[config.mk]
export PLATFORM = sky130hd
export DESIGN_NAME = axi_wr_burst_sched
export DESIGN_NICKNAME = d
export VERILOG_FILES = /design/src/rtl/axi_wr_burst_sched.sv
export SDC_FILE = /design/constraint.sdc
export NUM_CORES = 1
export LEC_CHECK = 0
export ABC_CLOCK_PERIOD_IN_PS = 4400
export CAP_MARGIN = 20
export CORE_UTILIZATION = 29
export DETAILED_ROUTE_END_ITERATION = 10
export PLACE_DENSITY_LB_ADDON = 0.25
export SYNTH_ARGS = -nofsm -noshare
export SYNTH_HDL_FRONTEND = slang
export SYNTH_SLANG_ARGS = --single-unit
[constraint.sdc]
create_clock -name clk -period 4.4 [get_ports clk]
set_input_delay 1.1 -clock clk [delete_from_list [all_inputs] [get_ports clk]]
set_output_delay 1.1 -clock clk [all_outputs]
set_load 0.02 [all_outputs]
[src/rtl/axi_wr_burst_sched.sv]
// Splits (addr, byte-length) write commands into 4 KB-safe AXI4 INCR bursts and tracks B responses.
// Optional AXI_WR_SCHED_STATS_EN adds wrapping burst and error counters.
module axi_wr_burst_sched #(
    parameter int ADDR_WIDTH      = 32,
    parameter int DATA_WIDTH      = 32,
    parameter int MAX_BURST_BEATS = 16,
    parameter int MAX_OUTSTANDING = 4
) (
    input  logic                  clk,
    input  logic                  rst,
    input  logic                  cmd_valid,
    output logic                  cmd_ready,
    input  logic [ADDR_WIDTH-1:0] cmd_addr,
    input  logic [31:0]           cmd_len,
    output logic [ADDR_WIDTH-1:0] m_axi_awaddr,
    output logic [7:0]            m_axi_awlen,
    output logic [2:0]            m_axi_awsize,
    output logic [1:0]            m_axi_awburst,
    output logic                  m_axi_awvalid,
    input  logic                  m_axi_awready,
    input  logic [1:0]            m_axi_bresp,
    input  logic                  m_axi_bvalid,
    output logic                  m_axi_bready,
    output logic                  wb_valid,
    input  logic                  wb_ready,
    output logic [8:0]            wb_beats,
    output logic                  done,
    output logic                  done_err,
    output logic                  busy
`ifdef AXI_WR_SCHED_STATS_EN
    ,
    output logic [15:0]           stat_bursts,
    output logic [15:0]           stat_errs
`endif
);
    localparam int BPB = DATA_WIDTH / 8;
    localparam int SZ  = $clog2(BPB);
    localparam logic [3:0] MAX_OUT = 4'(MAX_OUTSTANDING);
    localparam logic [ADDR_WIDTH-1:0] ADDR_MASK = ADDR_WIDTH'(BPB - 1);
    localparam logic [31:0] LEN_MASK = 32'(BPB - 1);

    typedef enum logic [2:0] {IDLE, CALC, ISSUE, DRAIN, DONE} state_e;

    state_e                state_q;
    logic [ADDR_WIDTH-1:0] addr_q, awaddr_q;
    logic [31:0]           beats_left_q;
    logic [7:0]            awlen_q;
    logic [8:0]            wb_beats_q;
    logic [3:0]            out_q, out_d;
    logic                  err_q, cmd_ready_q, busy_q, done_q, done_err_q, bready_q;
    logic                  awvalid_q, wbvalid_q, aw_done_q, wb_done_q, launched_q;
    logic [12:0]           to_4k;
    logic [31:0]           lim;
    logic [8:0]            calc_beats;
    logic                  aw_hs, wb_hs, b_hs, aw_fin, wb_fin, reject;
`ifdef AXI_WR_SCHED_STATS_EN
    logic [15:0]           stat_bursts_q, stat_errs_q;
`endif

    always_comb begin
        aw_hs  = awvalid_q & m_axi_awready;
        wb_hs  = wbvalid_q & wb_ready;
        b_hs   = m_axi_bvalid & bready_q;
        aw_fin = aw_done_q | aw_hs;
        wb_fin = wb_done_q | wb_hs;
        reject = ((cmd_addr & ADDR_MASK) != '0) || ((cmd_len & LEN_MASK) != '0) || (cmd_len == '0);
        to_4k  = (13'd4096 - {1'b0, addr_q[11:0]}) >> SZ;
        lim    = beats_left_q;
        if ({19'd0, to_4k} < lim) lim = {19'd0, to_4k};
        if (32'(MAX_BURST_BEATS) < lim) lim = 32'(MAX_BURST_BEATS);
        calc_beats = 9'(lim);
        // Simultaneous AW and B handshakes cancel out
        case ({aw_hs, b_hs})
            2'b10:   out_d = out_q + 4'd1;
            2'b01:   out_d = out_q - 4'd1;
            default: out_d = out_q;
        endcase
    end

    always_ff @(posedge clk or posedge rst) begin
        if (rst) begin
            state_q      <= IDLE;
            addr_q       <= '0;
            awaddr_q     <= '0;
            beats_left_q <= '0;
            awlen_q      <= '0;
            wb_beats_q   <= '0;
            out_q        <= '0;
            err_q        <= 1'b0;
            cmd_ready_q  <= 1'b1;
            busy_q       <= 1'b0;
            done_q       <= 1'b0;
            done_err_q   <= 1'b0;
            bready_q     <= 1'b0;
            awvalid_q    <= 1'b0;
            wbvalid_q    <= 1'b0;
            aw_done_q    <= 1'b0;
            wb_done_q    <= 1'b0;
            launched_q   <= 1'b0;
`ifdef AXI_WR_SCHED_STATS_EN
            stat_bursts_q <= '0;
            stat_errs_q   <= '0;
`endif
        end else begin
            out_q      <= out_d;
            bready_q   <= (out_d != '0);
            done_q     <= 1'b0;
            done_err_q <= 1'b0;
            if (b_hs && m_axi_bresp != 2'b00) err_q <= 1'b1;
`ifdef AXI_WR_SCHED_STATS_EN
            if (aw_hs) stat_bursts_q <= stat_bursts_q + 16'd1;
            if (b_hs && m_axi_bresp != 2'b00) stat_errs_q <= stat_errs_q + 16'd1;
`endif
            case (state_q)
                IDLE: if (cmd_valid) begin
                    addr_q       <= cmd_addr;
                    beats_left_q <= cmd_len >> SZ;
                    err_q        <= 1'b0;
                    cmd_ready_q  <= 1'b0;
                    busy_q       <= 1'b1;
                    if (reject) begin
                        state_q    <= DONE;
                        done_q     <= 1'b1;
                        done_err_q <= 1'b1;
                    end else begin
                        state_q <= CALC;
                    end
                end
                CALC: begin
                    awaddr_q   <= addr_q;
                    awlen_q    <= 8'(calc_beats - 9'd1);
                    wb_beats_q <= calc_beats;
                    aw_done_q  <= 1'b0;
                    wb_done_q  <= 1'b0;
                    state_q    <= ISSUE;
                    launched_q <= (out_q < MAX_OUT);
                    awvalid_q  <= (out_q < MAX_OUT);
                    wbvalid_q  <= (out_q < MAX_OUT);
                end
                ISSUE: if (!launched_q) begin
                    // Blocked on outstanding cap; the counter is registered so a B frees a slot one cycle later
                    if (out_q < MAX_OUT) begin
                        launched_q <= 1'b1;
                        awvalid_q  <= 1'b1;
                        wbvalid_q  <= 1'b1;
                    end
                end else begin
                    if (aw_hs) begin awvalid_q <= 1'b0; aw_done_q <= 1'b1; end
                    if (wb_hs) begin wbvalid_q <= 1'b0; wb_done_q <= 1'b1; end
                    if (aw_fin && wb_fin) begin
                        addr_q       <= addr_q + (ADDR_WIDTH'(wb_beats_q) << SZ);
                        beats_left_q <= beats_left_q - 32'(wb_beats_q);
                        launched_q   <= 1'b0;
                        state_q      <= (beats_left_q == 32'(wb_beats_q)) ? DRAIN : CALC;
                    end
                end
                DRAIN: if (out_q == '0) begin
                    state_q    <= DONE;
                    done_q     <= 1'b1;
                    done_err_q <= err_q;
                end
                default: begin
                    state_q     <= IDLE;
                    cmd_ready_q <= 1'b1;
                    busy_q      <= 1'b0;
                end
            endcase
        end
    end

    assign cmd_ready     = cmd_ready_q;
    assign busy          = busy_q;
    assign done          = done_q;
    assign done_err      = done_err_q;
    assign m_axi_awaddr  = awaddr_q;
    assign m_axi_awlen   = awlen_q;
    assign m_axi_awsize  = 3'(SZ);
    assign m_axi_awburst = 2'b01;
    assign m_axi_awvalid = awvalid_q;
    assign m_axi_bready  = bready_q;
    assign wb_valid      = wbvalid_q;
    assign wb_beats      = wb_beats_q;
`ifdef AXI_WR_SCHED_STATS_EN
    assign stat_bursts   = stat_bursts_q;
    assign stat_errs     = stat_errs_q;
`endif
endmodule

==> results.yml, run 1 <==
route:
  wl_um: 25300
  post_drt_wl_per_cell_um: 17.6
  ant_nets: 0
  vias: 7582
  firstDrtPassIters: 5
  first_iter_violations: 542
  viasPerCell: 5.29
  drcViolationCount: 0
clocking:
  clk_latency_ns: 0.43
  numClockSinks: 131
  cts_buffers: 17
  cts_buffer_depth: 2
  cts_htree_levels: 4
  clock_tree.root_cell: "clkbuf_16"
  cts_tree: "yes"
  clk_pin_slew_ns: 0.06
hold_path:
  hp-class: "flop to flop"
  hp-start: "m_axi_awlen[7]$_DFFE_PP0P_"
setup_path:
  crit_start: "addr_q[0]$_DFFE_PP0P_"
  endpoint_kind: "flop"
  cp.required_ns: 4.71
  path_class: "flop to flop"
  critPathArrivalTime_ns: 4.46
  slowest_delay_ns: 0.40
  cp_slowest_cell: "dfrtp_1"
  rr_startpoint: "addr_q[0]$_DFFE_PP0P_"
  critPathLaunchType: "flop"
  cp.buffers_inverters: 1
  path_delay_family: "simple AND/OR/NAND/NOR gates"
  crit_chain: "nor4_4 -> nor2b_4 -> nand2b_1 -> nor3_2 -> nand2b_1 -> or3_1 -> xor2_1 -> ha_1 -> a2111oi_2 -> o21ai_1 -> nor3_2 -> nor4b_2 -> buf_4 -> nor2_1 -> a31oi_1 -> ha_2 -> and4_1 -> mux2i_1 -> o211ai_1 -> o21a_1"
  crit_fanout: 10
power:
  power_density_nw_per_um2: 718
  ir_worst_vdd_v: 0.000303
  cellLeakagePower_nw: 4.35
layout:
  drive_gt1_frac: 0.0640
  final_cell_count_no_fill: 1434
  fin_nets: 1189
  syn_to_final_growth_pct: 28.4
  diodes: 0
die:
  die_area_um2: 28200
  die_y_um: 168
  io_pins: 133
  rows: 60
  die_w_um: 168
  core_um2: 27000
  start_util: 0.296
sta:
  fin_crit_ns: 4.15
  postLayoutSetupSlackWorst_ns: 0.251
  timing.fmax_mhz: 241
  holdWs_ns: 0.466
  hold_violations: 0
  drv_slew: 0
  rsz0062_at_grt: "yes"
  skew_ns: 0.00916
  setup_violations: 0
  post-route-period-util: 0.943
  slew_headroom: 0.313
  worst_pin_slew_ns: 1.03
placed_design:
  place_ws_ns: -0.169
  port_buffers: 127
  gp_congestion: 0.866
  dp_hpwl_um: 18200
  dp.cells: 1403
global_routing:
  grt_pass1_vias: 7423
  grt_util_all_layers: 0.184
  antenna_found_initial: 0
  grt_first_pass_wirelength_um: 40600
  gr-total-overflow: 0
  grt_max_degree: 76
yosys:
  seq_area_frac_synth: 0.410
  synth_warnings: 0
  netlist_instances: 969
  synth_area_um2: 8000
  avgSynthCellArea_um2: 8.25
  synth_edf_count: 0
  synthFlopType: "dfrtp_1"
  ys_ff_latch: 131
  async_reset_ff_frac: 1.00
  yosysUniqueCellTypes: 69
flow_run:
  maxCapViolCount: 0
run_status:
  outcome: "completed"
[metrics by stage]
step | instance area (um2) | util | power, mW | TNS, ns
2_1_floorplan | 8020 | - | 4.67 | -0.0622
6_report | 10300 | 0.380 | 7.37 | 0
4_1_cts | 10200 | 0.379 | 7.39 | 0
5_1_grt | 10300 | 0.380 | 7.97 | -0.0838
3_3_place_gp | 9680 | 0.358 | 5.95 | 0
3_5_place_dp | 9680 | 0.358 | 6.00 | -0.169
[where the power goes]
part	internal [mW]	leakage, nW	total, mW	switching, mW
logic	1.53	2.50	3.74	2.21
clock network	0.810	0.269	1.33	0.519
registers	1.75	1.57	2.30	0.550
total	4.09	4.35	7.37	3.28
[repair_timing]
item / 4_1_cts / 5_1_grt
pin swaps: 0 / 1
hold buffers: 0 / 0
setup buffers: 1 / 0
gates resized for setup: 3 / 6
setup endpoints to repair: 2 / 2
[worst reg2reg max path: cells and delay by family (launching register included)]
| kind | cells | cell delay (ns) |
|---|---|---|
| flops | 1 | 0.40 |
| mux | 1 | 0.19 |
| fa+ha+maj | 2 | 0.54 |
| buf+inv | 1 | 0.19 |
| simple gates | 10 | 1.76 |
| compound gates | 5 | 0.79 |
| xor+xnor | 1 | 0.17 |
[sequential cells by signal (all words and copies together), names as in the netlist]
| name | cells |
|---|---|
| addr_q | 32 |
| beats_left_q | 32 |
| m_axi_awaddr | 32 |
| wb_beats | 9 |
| m_axi_awlen | 8 |
| out_q | 4 |
| state_q | 3 |
| aw_done_q | 1 |
| busy | 1 |
| cmd_ready | 1 |
| done | 1 |
| done_err | 1 |
| err_q | 1 |
| launched_q | 1 |
| m_axi_awvalid | 1 |
| m_axi_bready | 1 |
| wb_done_q | 1 |
| wb_valid | 1 |
[synth_stat cells (15+ instances only)]
master,n,area share
nand2_1,168,0.079
o21ai_0,64,0.040
a211oi_1,15,0.014
nor3_1,41,0.026
inv_1,39,0.018
ha_1,32,0.050
nand3_1,29,0.018
nor4_1,16,0.013
clkbuf_1,49,0.023
a21oi_1,67,0.042
nor2_1,84,0.039
dfrtp_1,130,0.41
[final timing paths]
| check | end | slack [ns] | cells after the start |
|---|---|---|---|
| min in group asynchronous | addr_q[13]$_DFFE_PP0P_ | 1.15 | 3 |
| worst min-delay path | m_axi_awlen[7]$_DFFE_PP0P_ | 0.47 | 2 |
| max in group asynchronous | cmd_ready$_DFFE_PP1P_ | 2.84 | 3 |
| worst max register to register | m_axi_awlen[4]$_DFFE_PP0P_ | 0.25 | 20 |
| worst max-delay path | m_axi_awlen[4]$_DFFE_PP0P_ | 0.25 | 20 |
| worst min register to register | m_axi_awlen[7]$_DFFE_PP0P_ | 0.47 | 2 |
[placed cells by master (no fill, tap or decap), types with 7 or more instances in the layout]
cell and instances:
nor2_1 83, nor3_1 39, nand2_1 168, nand4_1 12, nand3_1 28, inv_1 38, o21a_1 9, clkbuf_16 17
nor4_1 14, dfrtp_1 129, a31oi_1 11, xnor2_1 13, or3_1 13, o31ai_1 8, a21oi_1 67, ha_1 31
a211oi_1 15, clkdlybuf4s50_1 127, nor2b_1 10, o21ai_0 63, a21o_1 7, buf_4 23, and3_1 13, and4_1 10
xor2_1 7, nand2b_1 13
[logic make-up after synthesis]
group	count (synthesis)	synth area share
xor+xnor	20	0.0219
flops	131	0.410
other cells	2	0.000939
buf+inv	100	0.0501
compound gates	240	0.191
fa+ha+maj	35	0.0576
mux	7	0.00923
simple gates	434	0.259
[final cells by class]
class | instances | area [um2]
inverters | 39 | 150
flip-flops and latches | 131 | 3280
clock inverters | 6 | 55.1
multi-input cells | 741 | 4390
repair buffers | 152 | 1480
well taps | 341 | 427
clock buffers | 24 | 482
fillers | 2799 | 16800
[routing by layer]
| metal | track usage | vias to the layer above | wire [um] |
|---|---|---|---|
| met5 | 0 | - | 0 |
| met4 | 0.0594 | 0 | 475 |
| met3 | 0.0313 | 30 | 1100 |
| li1 | - | 3687 | - |
| met1 | 0.245 | 3643 | 11800 |
| met2 | 0.302 | 222 | 11900 |
Power figures use the tool's default switching activity.
==> inputs of run 2 (changes only) <==
--- a/config.mk
+++ b/config.mk
@@ -6,10 +6,10 @@
 export NUM_CORES = 1
 export LEC_CHECK = 0
 export ABC_CLOCK_PERIOD_IN_PS = 4400
-export CAP_MARGIN = 20
 export CORE_UTILIZATION = 29
 export DETAILED_ROUTE_END_ITERATION = 10
 export PLACE_DENSITY_LB_ADDON = 0.25
 export SYNTH_ARGS = -nofsm -noshare
 export SYNTH_HDL_FRONTEND = slang
 export SYNTH_SLANG_ARGS = --single-unit
+export TNS_END_PERCENT = 100
==> results of run 2 <==
Final layout, timing and power as in run 1 (identical DEF).
==> inputs of run 3 (changes only) <==
--- a/config.mk
+++ b/config.mk
@@ -5,7 +5,7 @@
 export SDC_FILE = /design/constraint.sdc
 export NUM_CORES = 1
 export LEC_CHECK = 0
-export ABC_CLOCK_PERIOD_IN_PS = 4400
+export ABC_CLOCK_PERIOD_IN_PS = 4240
 export CORE_UTILIZATION = 29
 export DETAILED_ROUTE_END_ITERATION = 10
 export PLACE_DENSITY_LB_ADDON = 0.25
==> constraint.sdc (replaced) <==
create_clock -name clk -period 4.24 [get_ports clk]
set_input_delay 1.06 -clock clk [delete_from_list [all_inputs] [get_ports clk]]
set_output_delay 1.06 -clock clk [all_outputs]
set_load 0.02 [all_outputs]
==> run 3 against run 2 <==
Clock power is 20% higher. Cell count is 0.77% higher. Largest cell class unchanged. Sequential cell count unchanged. Critical path type unchanged.
==> results.yml, run 3 (synthesis results as in run 1) <==
global_routing:
  grt_max_degree: 96
  grt_first_pass_wirelength_um: 40700
  antenna_found_initial: 1
  gr-total-overflow: 0
  grt_util_all_layers: 0.186
  grt_pass1_vias: 7390
layout:
  layout_common_cells: "nand2_1 (168), dfrtp_1 (129), clkdlybuf4s50_1 (127), nor2_1 (82), a21oi_1 (67)"
  final_cell_count_no_fill: 1445
  drive_gt1_frac: 0.0789
  syn_to_final_growth_pct: 30.3
  final_common_cell: "nand2_1"
  utilization: 0.386
  fin_nets: 1197
  fillers: 2786
setup_path:
  critPathLaunchType: "flop"
  cp_slowest_cell: "dfrtp_1"
  endpoint_kind: "flop"
  cp.required_ns: 4.56
  cp.buffers_inverters: 1
  path_class: "flop to flop"
  path_delay_family: "simple AND/OR/NAND/NOR gates"
  crit_chain: "nor4_4 -> nor2b_4 -> nand2b_1 -> nor3_2 -> nand2b_1 -> buf_4 -> xor2_1 -> ha_1 -> nand4_1 -> nor4_2 -> nor3_2 -> nor4b_2 -> mux2_2 -> ha_2 -> and4_1 -> mux2i_1 -> o211ai_1 -> o21a_1"
  critPathArrivalTime_ns: 4.29
  crit_fanout: 3
  slowest_delay_ns: 0.41
route:
  vias: 7529
  wl_um: 25600
  drcViolationCount: 0
  post_drt_wl_per_cell_um: 17.7
  ant_nets: 0
  viasPerCell: 5.21
  firstDrtPassIters: 7
  first_iter_violations: 423
placed_design:
  gp_congestion: 0.905
  port_buffers: 127
  dp.cells: 1410
  place_ws_ns: 0.00281
  dp_hpwl_um: 18600
power:
  share_seq_of_total_power: 0.301
  cellLeakagePower_nw: 4.42
  p_sw_mw: 3.46
  power_density_nw_per_um2: 757
  swShare: 0.439
  ir_worst_vdd_v: 0.000274
  clkPwrFrac: 0.201
  pwr-share-comb: 0.498
  p_int_mw: 4.42
flow_run:
  maxCapViolCount: 0
clocking:
  clk_latency_ns: 0.42
  clk_pin_slew_ns: 0.06
  cts_tree: "yes"
  numClockSinks: 131
  ctsHoldBuffers: 0
  cts_htree_levels: 4
  cts_buffers: 17
  cts_buffer_depth: 2
  clock_tree.root_cell: "clkbuf_16"
sta:
  drv_slew: 0
  setup_violations: 0
  timing.fmax_mhz: 252
  hold_violations: 0
  post-route-period-util: 0.936
  rsz0062_at_grt: "yes"
  worst_pin_slew_ns: 0.855
  fin_crit_ns: 3.97
  postLayoutSetupSlackWorst_ns: 0.270
  skew_ns: 0.00950
  slew_headroom: 0.430
  finalSetupTns_ns: 0
  holdWs_ns: 0.466
die:
  die_w_um: 168
  rows: 60
  io_pins: 133
  core_um2: 27000
  start_util: 0.296
  die_area_um2: 28200
  die_y_um: 168
run_status:
  outcome: "completed"
hold_path:
  hp-class: "flop to flop"
==> run 3: worst paths after layout <==
kind / slack, ns / end / cells after the start / startpoint
max in group asynchronous: 2.64 / state_q[1]$_DFFE_PP0P_ / 3 / rst
min in group asynchronous: 1.14 / m_axi_awaddr[13]$_DFFE_PP0P_ / 3 / rst
hold reg to reg: 0.47 / m_axi_awlen[7]$_DFFE_PP0P_ / 2 / m_axi_awlen[7]$_DFFE_PP0P_
hold / removal: 0.47 / m_axi_awlen[7]$_DFFE_PP0P_ / 2 / m_axi_awlen[7]$_DFFE_PP0P_
setup / recovery: 0.27 / m_axi_awlen[4]$_DFFE_PP0P_ / 18 / addr_q[0]$_DFFE_PP0P_
setup reg to reg: 0.27 / m_axi_awlen[4]$_DFFE_PP0P_ / 18 / addr_q[0]$_DFFE_PP0P_
==> run 3: repair_timing <==
action / CTS / global route
setup endpoints to repair: 1 / 3
pin swaps: 1 / 5
buffers inserted: 0 / 2
gates resized for setup: 3 / 8
==> run 3: layer usage <==
layer	wire length, um	share of wire	GRT usage
met1	11800	0.46	0.247
met2	12000	0.47	0.299
met3	1100	0.043	0.0317
met4	622	0.024	0.0762
met5	0	0	0
==> run 3: final cells by class <==
type,instances,area (um2),area share
Multi-Input combinational cell,741,4400,0.422
Sequential cell,131,3280,0.315
Timing Repair Buffer,160,1530,0.147
Clock buffer,19,443,0.0425
Tap cell,341,427,0.0410
Clock inverter,13,184,0.0177
Inverter,39,150,0.0144
Antenna cell,1,2.50,0.000240
==> run 3: through the flow <==
step / area, um2 / total power [mW]
3_3_place_gp: 9740 / 6.22
4_1_cts: 10400 / 7.93
3_5_place_dp: 9740 / 6.29
6_report: 10400 / 7.89
5_1_grt: 10400 / 8.50
2_1_floorplan: 8040 / 4.86
==> run 3: tightest hold or removal path: stages (launching register included) <==
cell,delay [ns]
dfrtp_1,0.34
nand2_1,0.05
nand2_1,0.05
==> run 3: power groups by stage <==
stage                     sequential, mW  combinational (mW)  clock [mW]
after floorplan                     2.46                2.39           0
after global placement              2.37                3.85           0
after detailed placement            2.39                3.90           0
after CTS                           2.37                3.94        1.62
after global routing                2.46                4.37        1.66
final                               2.37                3.93        1.59
